**src/rtl/rr_mux8_arbiter.sv**
```systemverilog
// Round-robin arbiter that shares one 8:1 bit-select datapath among eight requesters.
// It grants one requester at a time, with a per-grant hold limit.
module rr_mux8_arbiter #(
  parameter int unsigned MAX_HOLD = 16
) (
  input  logic       clk,
  input  logic       rst,
  input  logic [7:0] req,
  input  logic       last,
  input  logic [7:0] in,
  output logic [2:0] s,
  output logic [7:0] gnt,
  output logic       out,
  output logic       out_valid
);

  typedef enum logic {IDLE, BUSY} state_t;

  localparam logic [7:0] CNT_LIMIT = 8'(MAX_HOLD - 1);

  state_t     state_q, state_d;
  logic [2:0] ptr_q, ptr_d;
  logic [7:0] cnt_q, cnt_d;
  logic [2:0] s_q, s_d;
  logic [7:0] gnt_q, gnt_d;
  logic       out_q, out_d;
  logic       out_valid_q, out_valid_d;

  logic [2:0] win;
  logic [2:0] idx;
  logic       xfer;
  logic       release_c;

  // Pick the first requester at or after ptr. Scanning downward lets the nearest one win.
  always_comb begin
    win = ptr_q;
    idx = ptr_q;
    for (int k = 7; k >= 0; k--) begin
      idx = ptr_q + 3'(k);
      if (req[idx]) win = idx;
    end
  end

  // Decide transfer and release for the current grant.
  always_comb begin
    xfer      = req[s_q];
    release_c = !xfer || last || (cnt_q == CNT_LIMIT);
  end

  // Compute the next state and the next register values.
  always_comb begin
    state_d     = state_q;
    ptr_d       = ptr_q;
    cnt_d       = cnt_q;
    s_d         = s_q;
    gnt_d       = gnt_q;
    out_d       = out_q;
    out_valid_d = 1'b0;
    case (state_q)
      IDLE: begin
        if (req != 8'h00) begin
          state_d = BUSY;
          s_d     = win;
          gnt_d   = 8'h01 << win;
          cnt_d   = 8'h00;
        end
      end
      BUSY: begin
        if (xfer) begin
          out_d       = in[s_q];
          out_valid_d = 1'b1;
          cnt_d       = cnt_q + 8'd1;
        end
        if (release_c) begin
          state_d = IDLE;
          gnt_d   = 8'h00;
          ptr_d   = s_q + 3'd1;
        end
      end
      default: state_d = IDLE;
    endcase
  end

  // Register update with synchronous reset.
  always_ff @(posedge clk) begin
    if (rst) begin
      state_q     <= IDLE;
      ptr_q       <= 3'd0;
      cnt_q       <= 8'h00;
      s_q         <= 3'd0;
      gnt_q       <= 8'h00;
      out_q       <= 1'b0;
      out_valid_q <= 1'b0;
    end else begin
      state_q     <= state_d;
      ptr_q       <= ptr_d;
      cnt_q       <= cnt_d;
      s_q         <= s_d;
      gnt_q       <= gnt_d;
      out_q       <= out_d;
      out_valid_q <= out_valid_d;
    end
  end

  assign s         = s_q;
  assign gnt       = gnt_q;
  assign out       = out_q;
  assign out_valid = out_valid_q;

endmodule

```
**config.mk**
```make
export PLATFORM = sky130hd
export DESIGN_NAME = rr_mux8_arbiter
export DESIGN_NICKNAME = d
export VERILOG_FILES = /design/src/rtl/rr_mux8_arbiter.sv
export SDC_FILE = /design/constraint.sdc
export NUM_CORES = 1
export LEC_CHECK = 0
export CELL_PAD_IN_SITES_DETAIL_PLACEMENT = 1
export CELL_PAD_IN_SITES_GLOBAL_PLACEMENT = 2
export CORE_MARGIN = 2
export CORE_UTILIZATION = 34
export CTS_CLUSTER_DIAMETER = 60
export CTS_CLUSTER_SIZE = 25
export DETAILED_ROUTE_END_ITERATION = 10
export PLACE_DENSITY = 0.83
export SYNTH_ARGS = -nofsm -noshare
export SYNTH_HDL_FRONTEND = slang
export SYNTH_SLANG_ARGS = --single-unit
export TNS_END_PERCENT = 50
```
**constraint.sdc**
```tcl
create_clock -name clk -period 3.7 [get_ports clk]
set_clock_uncertainty 0.05 [all_clocks]
set_input_delay 0.74 -clock clk [delete_from_list [all_inputs] [get_ports clk]]
set_output_delay 0.74 -clock clk [all_outputs]
set_load 0.005 [all_outputs]
```
; ---- After elaboration in Yosys (flattened, before gate mapping)
; Index checks and enable logic that the tools add are counted.
[classes]
n_shift = 1
n_mux = 38
n_eq_ne = 4
n_bitwise = 1
reduce_logical = 10
n_addsub = 9
order_cmp = 9
[ops]
columns = operator, count
row1 = 3-bit by 4-bit less-than comparator with 1-bit output (second input constant), 9
row2 = 8-bit 2-to-1 mux, 4
row3 = 8-bit one-hot mux with 2 select lines, 2
row4 = 1-bit binary-select mux with 3-bit select, 10
row5 = 3-bit 2-to-1 mux, 8
row6 = 1-bit 2-to-1 mux, 13
row7 = 3-bit adder (second input constant), 4
row8 = 2-bit AND reduction, 5
row9 = 8-bit by 1-bit adder with 8-bit output (second input constant), 1
row10 = 8-bit by 4-bit == test with 1-bit output (second input constant), 1
row11 = 8-bit nonzero test, 1
row12 = 1-bit by 3-bit << shifter with 8-bit output (first input constant), 1
row13 = 3-bit by 1-bit adder with 3-bit output (second input constant), 2
row14 = 3-bit by 2-bit adder with 3-bit output (second input constant), 2
row15 = 2-bit by 1-bit != test with 1-bit output (second input constant), 2
row16 = 1-bit logical OR, 2
row17 = 2-bit != test (second input constant), 1
row18 = 1-bit one-hot mux with 2 select lines, 1
row19 = 2-bit OR reduction, 1
row20 = 1-bit zero test, 1
row21 = 1-bit inverter, 1
[word_totals]
output_inout_bits = 13
reg_bits = 25
elab_cells = 79
in_bits = 19

; ---- Depth between registers and ports, before layout
[logic_depth]
ltp_word = 14
ltp_mapped = 13
mapped_depth_nobuf = 9

; ---- Least setup slack after synthesis
; Ideal clock, no wire load.
[synth_path]
path_type = flip-flop to flip-flop
from = reg ptr_q[0]
to = reg s_q[1] (netlist: s[1])
t_required_ns = 3.583
setup_time_ns = 0.067
arrival_ns = 2.963
path_slack_ns = 0.620
path_stages_with_launch = 13
path_cell_list = dfxtp_1 > buf_4 > buf_4 > inv_1 > ha_1 > buf_6 > mux2_4 > mux4_2 > a22o_1 > a21oi_2 > o22ai_2 > or3_1 > a21oi_2
[synth_via]
elab_chain_len = 11
word_cells_on_any_way = 31
cone_classes = add/sub (7) / mux (24)
[synth_lines]
columns = item, line_no
row1 = "start, declared", 22  ; logic [2:0] ptr_q, ptr_d;
row2 = "start signal, assigned", 96  ; ptr_q <= ptr_d;
row3 = 3-bit adder, 39  ; idx = ptr_q + 3'(k);
row4 = 1-bit binary-select mux with 3-bit select, 40  ; if (req[idx]) win = idx;
row5 = 1-bit 2-to-1 mux (not written as such), 40
row6 = 3-bit 2-to-1 mux (7 in a row), 40
row7 = 3-bit 2-to-1 mux *, 40
row8 = "end signal, assigned", 90  ; s_q <= 3'd0;
row9 = "end signal, assigned", 98  ; s_q <= s_d;
row10 = "end, declared", 24  ; logic [2:0] s_q, s_d;
; Mark *: on every way between the ends. The rest lies on a longest branch, timed or not. The select of a mux whose other input is x is not followed.
; A chain may end at the register's enable or synchronous reset.

; ---- Final worst setup path
[layout_path]
from = reg ptr_q[1]
to = reg gnt_q[6] (netlist: gnt[6])
[layout_via]
elab_chain_len = 14
word_cells_on_any_way = 34
cone_classes = add/sub (7) / shift (1) / mux (26)
[layout_lines]
columns = item, line_no
row1 = 3-bit adder, 39
row2 = 1-bit binary-select mux with 3-bit select, 40
row3 = 1-bit 2-to-1 mux (not written as such), 40
row4 = 3-bit 2-to-1 mux (7 in a row), 40
row5 = 3-bit 2-to-1 mux *, 40
row6 = 1-bit by 3-bit << shifter with 8-bit output *, 64  ; gnt_d = 8'h01 << win;
row7 = 8-bit 2-to-1 mux *, 61  ; if (req != 8'h00) begin
row8 = 8-bit one-hot mux with 2 select lines *, 59  ; case (state_q)
row9 = "end signal, assigned", 99  ; gnt_q <= gnt_d;
row10 = "end, declared", 25  ; logic [7:0] gnt_q, gnt_d;
; Marked as above.

==> results.md <==
* Sw frac at 39.6%
* Min Tclk post-route at 3.32 ns
* Max Clock Freq at 301 MHz
* Setup TNS at 0 ns
* Metal3 WL at 152 um
* R2R Setup Slk at 0.38 ns
* Num ports at 32
* Root Driver: clkbuf_8
* Critical-path top delay cell: ha_1
* Synth area leader: dfxtp_1
* Crit Path Max Fanout at 11
* HPWL after DPL at 4.39 mm
* Critical Path Start Type: register
* Via/cell ratio at 5.72
* Area growth from synthesis to layout at 20.1%
* CTS H-tree depth at 1
* Synth Area per Inst at 9.46 um^2
* Initial core utilization at 35.5%
* Final #Nets at 276
* Least-Margin Pin Slew at 0.711 ns
* Worst Hold Endpoint: gnt[4]
* Maximum vdd drop at 183 uV
* Hold_sp: gnt[4]
* Synth async-reset ratio at 0%
* GR Util All Layers at 17.1%
* Total CTS buffers at 3
* Top cells by area, synth: dfxtp_1, mux4_2, mux2i_1
* Drt pass-1 iters at 4
* Hold_ws at 0.411 ns
* Mapped cell area at 2130 um^2
* Clock power frac at 14.4%
* PortBufs at 31
* Post-Syn Instances at 225
* Yosys warns at 0
* Syn Nets at 248
* Initial antenna violation count at 0
* Largest net degree at the start of global routing at 19
* Critical path class: register to register
* CP cell instances: inv_1 > ha_1 > buf_4 > mux2i_1 > mux2i_1 > mux2i_1 > a32oi_1 > o211ai_2 > xnor2_1 > a32o_1
* Internal power at 688 uW
* ANT cells at 0
* Core area at 5990 um^2
* Fraction of layout cells with a size suffix above 1 at 18.7%
* DRT antenna net count at 0
* Outcome: complete, no violations
* Residual DRC at 0
* DR WL/cell at 17.5 um
* DRT Wirelength at 5.72 mm
* Rows at 28
* FF-to-FF path depth at 10
* Routability congestion estimate at 0.842
* RSZ-0062 raised after global routing: false
* Gates resized, CTS repair at 0
* WL met2 at 2.82 mm
* Leakage at 0.000878 uW
* Cell depth of the worst hold path at 2
* First-pass GRT wire length at 9.87 mm
* Combinational share of power at 56.4%
* Critical Path RT at 3.87 ns
* Cts hold-fix bufs at 0
* Post-synth EDFFs at 0
* Highest routed layer: met4
* Sw Pwr at 450 uW
* Crit Reg-Reg Startpoint: ptr_q[1]
* M1 WL at 2.74 mm
* Number of global-route vias before repair at 1965
* Seq pwr share at 29.3%
* Worst-path clk slew at 0.09 ns
* Vias post-DR at 1870
* Crit. End Element: register
* Full die area at 6910 um^2
* Total gr overflow at 0
* CP peak stage delay at 0.64 ns
* Hold WC Path Type: register to register
* Worst path arrival time at 3.49 ns
* Endpoints failing hold at 0
* Max Cap Viol at 0
* Seq/Total Area, Yosys at 23.5%
* Die height at 83.1 um
* Cell Pwr Density at 445 nW/um^2
* Endpoints failing setup at 0
* Pins Over Slew Limit at 0
* Reg2Reg Capture Point: gnt[6]
* TritonCTS clock tree: done
* Fin crit share at 89.8%
* Most used cell, CP: mux2i_1
* CTS Sinks at 25
* Clock Latency Late Sink at 0.27 ns
* Clk buf depth at 2
* Synth top area share at 23.5%
* 1st-iter DRT viols at 120
* Max-Slew Margin vs Limit at 52.5%
* Top_reg_cell synth: dfxtp_1
* Die W at 83.1 um
* Setup Buffers After CTS at 0
* Post-synthesis cell type count at 57
* #FFs+latches synth at 25
[synth_stat cells (all sizes together), types with 4 or more instances]
library cell and count:
and2 5, a21oi 12, clkbuf 9, or2 4, mux2i 14, a32o 4, inv 9, o21ai 7
buf 7, ha 4, o31ai 4, dfxtp 25, nor3 4, xor2 5, nand3 6, mux2 8
mux4 16, nor2 29, nand2 12
[per-layer routing]
| layer | global-route usage [%] | vias to the layer above |
|---|---|---|
| li1 | - | 900 |
| met1 | 23.5 | 930 |
| met2 | 29.3 | 38 |
| met3 | 2.29 | 2 |
| met4 | 2.09 | 0 |
| met5 | 0 | - |
[cells in the final DEF, fill, tap and decap left out, types with 2 or more instances in the layout]
cell             netlist  layout
xnor2_1                3       3
and2_1                 4       4
a211oi_1               3       3
o31ai_1                4       4
nand2_1               12      12
dfxtp_1               25      25
o21ai_0                5       5
o32a_1                 2       2
mux2_4                 4       4
a21oi_1               10      10
mux2_2                 4       4
ha_1                   4       4
buf_4                  3       8
or4_1                  3       3
nor2_1                29      29
or3_1                  2       2
o22ai_1                2       2
a32o_1                 4       4
clkbuf_8               0       3
nor3_1                 4       4
nand3b_1               2       2
a21oi_2                2       2
inv_1                  9       9
mux4_2                15      15
or2_2                  3       3
o211ai_1               2       2
nand3_1                6       6
and3_1                 3       3
xor2_1                 4       4
mux2i_1               14      14
clkdlybuf4s50_1        0      31
[worst max-delay path by stage]
| stage | startpoint | cells past startpoint | end | slack [ns] |
|---|---|---|---|---|
| floorplan | ptr_q[0] | 12 | s[1] | 0.62 |
| global placement | req[2] | 8 | gnt[2] | 0.32 |
| detailed placement | req[6] | 7 | gnt[6] | 0.31 |
| CTS | ptr_q[0] | 10 | gnt[6] | 0.37 |
| global route | ptr_q[1] | 10 | gnt[0] | 0.12 |
| finish | ptr_q[1] | 10 | gnt[6] | 0.38 |
[critical path, delay by kind of cell, from the launching register on]
family                     cells  cell delay [ns]
buffers and inverters          2             0.40
DFF                            1             0.34
AOI/OAI and AO/OA              3             0.68
xor gates and xnor gates       1             0.27
muxes                          3             0.90
adders and majority gates      1             0.64
[area by class of cell]
type,instances,area (um^2)
repair buffers,39,370
flip-flops and latches,25,500
well taps,75,93.8
clock buffers,3,41.3
multi-input cells,175,1510
inverters,9,33.8
fillers,696,3430
clock inverters,1,5.00
[power by group through the flow]
stage	logic, uW	registers [uW]	clock network (uW)
after CTS	644	335	172
after global placement	635	340	0
after detailed placement	642	341	0
after floorplan	484	326	0
final	641	333	163
after global routing	703	340	184
[state kept, by name, summed over array words and instances (netlist names)]
| register | cells |
|---|---|
| out_valid | 1 |
| s | 3 |
| cnt_q | 8 |
| state_q | 1 |
| out | 1 |
| gnt | 8 |
| ptr_q | 3 |
[cells by family after synthesis]
family	after synthesis	share of synthesized area (%)
compound gates	50	18.6
buf+inv	25	5.46
xor+xnor	8	3.64
fa+ha+maj	4	2.35
mux	38	28.6
flops	25	23.5
simple gates	75	17.8
[stage by stage]
stage | power, uW | util, % | setup WS [ns] | instances | area [um^2]
after global placement | 975 | 41.9 | 0.322 | 323 | 2510
final | 1140 | 42.7 | 0.379 | 327 | 2560
after floorplan | 810 | - | 0.620 | 225 | 2130
after CTS | 1150 | 42.7 | 0.373 | 327 | 2560
after detailed placement | 983 | 41.9 | 0.307 | 323 | 2510
after global routing | 1230 | 42.7 | 0.119 | 327 | 2560
No activity file was read; power rests on OpenSTA's default activity.
